[config.mk]
export PLATFORM = sky130hd
export DESIGN_NAME = fpu_sequencer_flat
export DESIGN_NICKNAME = d
export VERILOG_FILES = /design/src/rtl/fpu_pkg.sv /design/src/rtl/fpu_sequencer_if.sv /design/src/rtl/fp_compare.sv /design/src/rtl/fpu_sequencer.sv /design/src/flat_wrapper.sv
export SDC_FILE = /design/constraint.sdc
export NUM_CORES = 1
export LEC_CHECK = 0
export CORE_UTILIZATION = 47
export CTS_CLUSTER_DIAMETER = 120
export DETAILED_ROUTE_END_ITERATION = 10
export PLACE_DENSITY = 0.86
export SYNTH_ARGS = -nofsm -noshare
export SYNTH_HDL_FRONTEND = slang
export SYNTH_SLANG_ARGS = --single-unit
[constraint.sdc]
create_clock -name clk -period 5.4 [get_ports clk]
set_input_delay 1.08 -clock clk [delete_from_list [all_inputs] [get_ports clk]]
set_output_delay 1.08 -clock clk [all_outputs]
set_load 0.01 [all_outputs]
[src/rtl/fpu_pkg.sv]
// Shared opcode encoding, constants and sequencer state type for the FPU front end.
package fpu_pkg;

  localparam logic [3:0] FPU_FADD  = 4'b0000;
  localparam logic [3:0] FPU_FSUB  = 4'b0001;
  localparam logic [3:0] FPU_FMUL  = 4'b0010;
  localparam logic [3:0] FPU_FDIV  = 4'b0011;
  localparam logic [3:0] FPU_FSQRT = 4'b0100;
  localparam logic [3:0] FPU_FMIN  = 4'b0101;
  localparam logic [3:0] FPU_FMAX  = 4'b0110;
  localparam logic [3:0] FPU_FSGNJ = 4'b0111;
  localparam logic [3:0] FPU_FEQ   = 4'b1000;
  localparam logic [3:0] FPU_FLT   = 4'b1001;
  localparam logic [3:0] FPU_FLE   = 4'b1010;

  localparam logic [31:0] FPU_CANON_ZERO = 32'h0000_0000;

  typedef enum logic [2:0] {
    SEQ_IDLE,
    SEQ_SEND,
    SEQ_WAIT,
    SEQ_ACK,
    SEQ_RESP
  } fpu_seq_state_t;

  function automatic logic is_compare_op(input logic [3:0] code);
    return (code == FPU_FEQ) || (code == FPU_FLT) || (code == FPU_FLE);
  endfunction

endpackage

[src/rtl/fpu_sequencer_if.sv]
// Stb/ack bus between the sequencer (master) and the FPU controller (slave).
interface fpu_sequencer_if;
  logic [3:0]  fpu_op;
  logic [31:0] fpu_in1;
  logic [31:0] fpu_in2;
  logic        fpu_in1_stb;
  logic        fpu_in2_stb;
  logic        fpu_in1_ack;
  logic        fpu_in2_ack;
  logic [31:0] fpu_out;
  logic        fpu_out_stb;
  logic        fpu_out_ack;

  modport master (
    output fpu_op, fpu_in1, fpu_in2, fpu_in1_stb, fpu_in2_stb, fpu_out_ack,
    input  fpu_in1_ack, fpu_in2_ack, fpu_out, fpu_out_stb
  );

  modport slave (
    input  fpu_op, fpu_in1, fpu_in2, fpu_in1_stb, fpu_in2_stb, fpu_out_ack,
    output fpu_in1_ack, fpu_in2_ack, fpu_out, fpu_out_stb
  );
endinterface

[src/rtl/fp_compare.sv]
// Single-precision feq/flt/fle evaluated combinationally; op[1:0] 00=eq, 01=lt, 10=le.
module fp_compare (
  input  logic [31:0] a,
  input  logic [31:0] b,
  input  logic [1:0]  op,
  output logic        lt_eq_bit
);

  logic a_nan;
  logic b_nan;
  logic both_zero;
  logic eq;
  logic lt;

  // Signed zeros are equal; everything else orders by sign-magnitude.
  always_comb begin
    a_nan     = (a[30:23] == 8'hFF) && (a[22:0] != 23'd0);
    b_nan     = (b[30:23] == 8'hFF) && (b[22:0] != 23'd0);
    both_zero = (a[30:0] == 31'd0) && (b[30:0] == 31'd0);
    eq        = both_zero || (a == b);
    if (both_zero)
      lt = 1'b0;
    else if (a[31] != b[31])
      lt = a[31];
    else if (a[31])
      lt = a[30:0] > b[30:0];
    else
      lt = a[30:0] < b[30:0];
    case (op)
      2'b00:   lt_eq_bit = eq;
      2'b01:   lt_eq_bit = lt;
      2'b10:   lt_eq_bit = lt | eq;
      default: lt_eq_bit = 1'b0;
    endcase
    if (a_nan || b_nan)
      lt_eq_bit = 1'b0;
  end

endmodule

[src/rtl/fpu_sequencer.sv]
// Single-transaction sequencer between the execute stage and the FPU controller:
// stb/ack handshake, timeout, local compares, registered result with a done pulse.
module fpu_sequencer
  import fpu_pkg::*;
#(
  parameter int unsigned TIMEOUT_CYCLES = 255
) (
  input  logic          clk,
  input  logic          rst,
  input  logic          start,
  input  logic [3:0]    op,
  input  logic [31:0]   rs1,
  input  logic [31:0]   rs2,
  output logic          ready,
  output logic          done,
  output logic [31:0]   result,
  output logic          error,
  fpu_sequencer_if.master fpu
);

  localparam logic [15:0] TIMEOUT_LIMIT = 16'(TIMEOUT_CYCLES);

  fpu_seq_state_t state;
  logic [3:0]  op_q;
  logic [31:0] rs1_q;
  logic [31:0] rs2_q;
  logic        in1_stb;
  logic        in2_stb;
  logic        out_ack;
  logic        ack1_flag;
  logic        ack2_flag;
  logic [15:0] timer;

  logic [15:0] timer_next;
  logic        timed_out;
  logic        ack1_set;
  logic        ack2_set;
  logic        cmp_bit;

  fp_compare u_compare (
    .a         (rs1),
    .b         (rs2),
    .op        (op[1:0]),
    .lt_eq_bit (cmp_bit)
  );

  assign fpu.fpu_op      = op_q;
  assign fpu.fpu_in1     = rs1_q;
  assign fpu.fpu_in2     = rs2_q;
  assign fpu.fpu_in1_stb = in1_stb;
  assign fpu.fpu_in2_stb = in2_stb;
  assign fpu.fpu_out_ack = out_ack;

  assign timer_next = timer + 16'd1;
  assign timed_out  = ((state == SEQ_SEND) || (state == SEQ_WAIT)) && (timer_next == TIMEOUT_LIMIT);
  assign ack1_set   = ack1_flag | fpu.fpu_in1_ack;
  assign ack2_set   = ack2_flag | fpu.fpu_in2_ack;

  always_ff @(posedge clk or posedge rst) begin
    if (rst) begin
      state     <= SEQ_IDLE;
      op_q      <= 4'd0;
      rs1_q     <= 32'd0;
      rs2_q     <= 32'd0;
      in1_stb   <= 1'b0;
      in2_stb   <= 1'b0;
      out_ack   <= 1'b0;
      ack1_flag <= 1'b0;
      ack2_flag <= 1'b0;
      timer     <= 16'd0;
      ready     <= 1'b1;
      done      <= 1'b0;
      result    <= FPU_CANON_ZERO;
      error     <= 1'b0;
    end else begin
      done <= 1'b0;
      // Abort wins over any handshake progress in the same cycle.
      if (timed_out) begin
        in1_stb <= 1'b0;
        in2_stb <= 1'b0;
        result  <= FPU_CANON_ZERO;
        error   <= 1'b1;
        done    <= 1'b1;
        state   <= SEQ_RESP;
      end else begin
        case (state)
          SEQ_IDLE: begin
            if (start) begin
              op_q  <= op;
              rs1_q <= rs1;
              rs2_q <= rs2;
              ready <= 1'b0;
              if (is_compare_op(op)) begin
                result <= {31'd0, cmp_bit};
                error  <= 1'b0;
                done   <= 1'b1;
                state  <= SEQ_RESP;
              end else if (op > FPU_FLE) begin
                result <= FPU_CANON_ZERO;
                error  <= 1'b1;
                done   <= 1'b1;
                state  <= SEQ_RESP;
              end else begin
                timer     <= 16'd0;
                ack1_flag <= 1'b0;
                ack2_flag <= 1'b0;
                in1_stb   <= 1'b1;
                in2_stb   <= 1'b1;
                state     <= SEQ_SEND;
              end
            end
          end
          SEQ_SEND: begin
            timer     <= timer_next;
            ack1_flag <= ack1_set;
            ack2_flag <= ack2_set;
            if (ack1_set) in1_stb <= 1'b0;
            if (ack2_set) in2_stb <= 1'b0;
            if (ack1_set && ack2_set) state <= SEQ_WAIT;
          end
          SEQ_WAIT: begin
            timer <= timer_next;
            if (fpu.fpu_out_stb) begin
              result  <= fpu.fpu_out;
              error   <= 1'b0;
              out_ack <= 1'b1;
              state   <= SEQ_ACK;
            end
          end
          SEQ_ACK: begin
            out_ack <= 1'b0;
            done    <= 1'b1;
            state   <= SEQ_RESP;
          end
          SEQ_RESP: begin
            ready <= 1'b1;
            state <= SEQ_IDLE;
          end
          default: state <= SEQ_IDLE;
        endcase
      end
    end
  end

endmodule

[src/flat_wrapper.sv]
// flat-port wrapper written by rule: the top's interface ports become plain ports
module fpu_sequencer_flat import fpu_pkg::*;
#(
  parameter int unsigned TIMEOUT_CYCLES = 255
)
  (clk, rst, start, op, rs1, rs2, ready, done, result, error, fpu_fpu_op, fpu_fpu_in1, fpu_fpu_in2, fpu_fpu_in1_stb, fpu_fpu_in2_stb, fpu_fpu_out_ack, fpu_fpu_in1_ack, fpu_fpu_in2_ack, fpu_fpu_out, fpu_fpu_out_stb);
  fpu_sequencer_if fpu_i ();
  input  logic clk;
  input  logic rst;
  input  logic start;
  input  logic [3:0] op;
  input  logic [31:0] rs1;
  input  logic [31:0] rs2;
  output logic ready;
  output logic done;
  output logic [31:0] result;
  output logic error;
  output wire logic [$bits(fpu_i.fpu_op)-1:0] fpu_fpu_op;
  output wire logic [$bits(fpu_i.fpu_in1)-1:0] fpu_fpu_in1;
  output wire logic [$bits(fpu_i.fpu_in2)-1:0] fpu_fpu_in2;
  output wire logic [$bits(fpu_i.fpu_in1_stb)-1:0] fpu_fpu_in1_stb;
  output wire logic [$bits(fpu_i.fpu_in2_stb)-1:0] fpu_fpu_in2_stb;
  output wire logic [$bits(fpu_i.fpu_out_ack)-1:0] fpu_fpu_out_ack;
  input wire logic [$bits(fpu_i.fpu_in1_ack)-1:0] fpu_fpu_in1_ack;
  input wire logic [$bits(fpu_i.fpu_in2_ack)-1:0] fpu_fpu_in2_ack;
  input wire logic [$bits(fpu_i.fpu_out)-1:0] fpu_fpu_out;
  input wire logic [$bits(fpu_i.fpu_out_stb)-1:0] fpu_fpu_out_stb;
  assign fpu_fpu_op = fpu_i.fpu_op;
  assign fpu_fpu_in1 = fpu_i.fpu_in1;
  assign fpu_fpu_in2 = fpu_i.fpu_in2;
  assign fpu_fpu_in1_stb = fpu_i.fpu_in1_stb;
  assign fpu_fpu_in2_stb = fpu_i.fpu_in2_stb;
  assign fpu_fpu_out_ack = fpu_i.fpu_out_ack;
  assign fpu_i.fpu_in1_ack = fpu_fpu_in1_ack;
  assign fpu_i.fpu_in2_ack = fpu_fpu_in2_ack;
  assign fpu_i.fpu_out = fpu_fpu_out;
  assign fpu_i.fpu_out_stb = fpu_fpu_out_stb;
  fpu_sequencer #(.TIMEOUT_CYCLES(TIMEOUT_CYCLES)) u_core (.clk(clk), .rst(rst), .start(start), .op(op), .rs1(rs1), .rs2(rs2), .ready(ready), .done(done), .result(result), .error(error), .fpu(fpu_i));
endmodule
==> impl_metrics.toml <==
[status]
status = "complete, no violations"

[cts]
clk_pin_slew_ps = 60
ctsResizeCount = 0
htreeDepth = 4
ctsHoldBuffers = 0
cts_buffers = 17
cts_tree = "done"
clk_latency_ps = 410
cts_root_buf = "clkbuf_16"
cts_max_path_buffers = 2
cts_setup_buffers = 0
numClockSinks = 127

[global_route]
grt_pass1_wl_um = 29400
grt_usage = 0.258
grt_pass1_vias = 5896
globalRoute.totalOverflow = 0
grt_max_degree = 72
antenna_found_initial = 0

[synthesis]
yosys.area.top_type = "dfrtp_1"
ys_seq_area_frac = 0.477
postSynthAreaPerCell_um2 = 10.3
syn_area_um2 = 6670
ys_types = 57
synth_fp_nets = 785
yosys_warnings = 0
synth_edf_count = 0
yosys-top-cells-area = "dfrtp_1 47%, mux2_2 12%, ha_1 6.2%, nand3b_1 3.8%, a21oi_1 3.6%"
postSynthCellCount = 646
synth_top_area_share = 0.473
synth_ff_type = "dfrtp_1"
synth_seq_cells = 127
async_flop_share = 1.00

[sta]
worst_slack_ps = 1810
setup_viol = 0
skew_ps = 8.28
totalNegativeSetupSlack_ps = 0
drv_slew = 0
max_slew_margin = 0.207
hold_viol_final = 0
timing.fmax_ghz = 0.278
fin_crit_ps = 3590
fin_crit_sh = 0.665
worst_pin_slew_ps = 1190
rsz0062_at_grt = "no"

[cells_and_area]
post-route-util = 0.683
fillers = 1052
finalNetCount = 985
diodes = 0
drive_gt1_frac = 0.132
syn_to_final_growth_pct = 42.3
design_area_um2 = 9490

[power_and_ir_drop]
power_density_nw_per_um2 = 531
p_leak_uw = 0.00396
vdd_ir_drop_max_v = 0.000331

[critical_path]
critPathArrivalTime_ps = 3930
cp.required_ps = 5740
critical_path_peak_fanout = 43
crit_path_start_kind = "flop"
end_kind = "flop"
ff2ff_setup_slack_ps = 1810
critical_path_class = "flop to flop"

[detailed_routing]
viasPerCell = 5.63
drc = 0
drt-initial-drc-count = 364
wire_per_inst_um = 17.5
drtPass1Iterations = 5
vias = 5839
wl_um = 18200
ant_nets = 0

[floorplanning]
die_width_um = 121
core_area_um2 = 13900
die-area_um2 = 14700
ios = 212
die_height_um = 121
start_util = 0.480
rows = 43

[place]
gp_congestion = 0.829
port-buffer-count = 211
place_ws_ps = 1590
place_hpwl_um = 12900
placed_area_um2 = 8900

[hold_path]
hold_class = "flop to flop"

[flow_run]
cap_violations = 0
==> cell type report <==
| class | instances | area (um^2) | share of cell area |
|---|---|---|---|
| repair buffers | 216 | 2150 | 0.227 |
| multi-input cells | 447 | 3210 | 0.338 |
| inverters | 37 | 141 | 0.0149 |
| clock inverters | 9 | 110 | 0.0116 |
| flip-flops and latches | 127 | 3180 | 0.335 |
| clock buffers | 22 | 474 | 0.0500 |
| well taps | 180 | 225 | 0.0237 |
==> registers in the layout, summed over array words and instances (netlist names), 3 cells and up <==
name / cells
u_core.fpu.fpu_in1: 32
u_core.result: 32
u_core.fpu.fpu_in2: 32
u_core.fpu.fpu_op: 4
u_core.state: 3
u_core.timer: 16
==> worst max-delay path, stage by stage, from the launching register on <==
cell and delay, ps:
dfrtp_1 1050, nand2b_1 220, a21o_1 440, nor3_1 270, nand3_1 140, nand4b_1 270, nor3_4 530, buf_4 420
o21bai_1 160
==> cell usage after synthesis (2+ instances only) <==
master and n:
clkbuf_1 23, mux2_2 70, nor3_1 9, dfrtp_1 126, and4_1 2, nand4_1 21
o21a_1 2, buf_4 2, xnor2_1 6, and2_1 3, inv_1 37, o41ai_1 2
buf_2 9, nor2b_1 4, nor4_1 16, a211o_1 2, a21oi_1 48, xor2_1 2
ha_1 33, nand3_1 13, a211oi_1 5, nand2b_1 6, o211ai_1 2, nand3b_1 34
o21ai_0 25, o31ai_1 4, a31oi_1 10, and3_1 4, a31o_2 2, a221oi_1 2
a22oi_1 3, nand4b_1 2, a22o_1 4, nor2_1 34, o21bai_1 2, nand2_1 56
==> kinds of logic after synthesis <==
| logic type | synth area share |
|---|---|
| AOI/OAI and AO/OA | 0.116 |
| xor gates and xnor gates | 0.0105 |
| adders and majority gates | 0.0619 |
| buffers and inverters | 0.0433 |
| DFF | 0.477 |
| muxes | 0.120 |
| and+or+nand+nor | 0.172 |
==> metal layers <==
metal,track usage,vias to the layer above,routed length [um]
met4,0.0918,0,294
met2,0.450,227,9010
li1,-,2740,-
met3,0.0653,34,1330
met1,0.307,2838,7520
met5,0,-,0
==> per-stage QoR <==
step                      hold slack (ps)  instances  power [uW]
after global routing                  513       1038        5340
after detailed placement              480       1007        3920
after CTS                             492       1038        5060
after global placement                477       1007        3860
after floorplan                       472        646        2780
final                                 486       1038        5030
==> path summary, 6_finish.rpt <==
check | start | endpoint | cells after the start
min | u_core.error | u_core.error | 1
max | u_core.state[0] | u_core.state[2] | 8
min reg2reg | u_core.error | u_core.error | 1
max in group asynchronous | rst | u_core.fpu.fpu_in1[21] | 3
min in group asynchronous | rst | u_core.fpu.fpu_in1[26] | 2
max reg2reg | u_core.state[0] | u_core.state[2] | 8
==> power by group <==
part / leakage [uW] / switching [uW] / internal [uW]
logic: 0.00211 / 939 / 1260
registers: 0.00157 / 311 / 1400
clock network: 0.000278 / 407 / 712
==> layout by cell type, fill, tap and decap left out, types with 3 or more instances in the layout <==
cell type and n:
nand2_1 56, dfrtp_1 126, a211oi_1 5, buf_4 5, clkinvlp_4 3, inv_1 36
nand4_1 21, nor3_1 9, ha_1 33, clkbuf_8 3, nand3b_1 34, nor2_1 34
and3_1 4, nand3_1 13, xnor2_1 6, o31ai_1 4, clkbuf_16 17, a31oi_1 10
a21oi_1 48, nor4_1 16, nor2b_1 4, a22o_1 4, clkdlybuf4s50_1 211, nand2b_1 6
and2_1 3, o21ai_0 25, mux2_2 70, a22oi_1 3
Power figures use the tool's default switching activity.
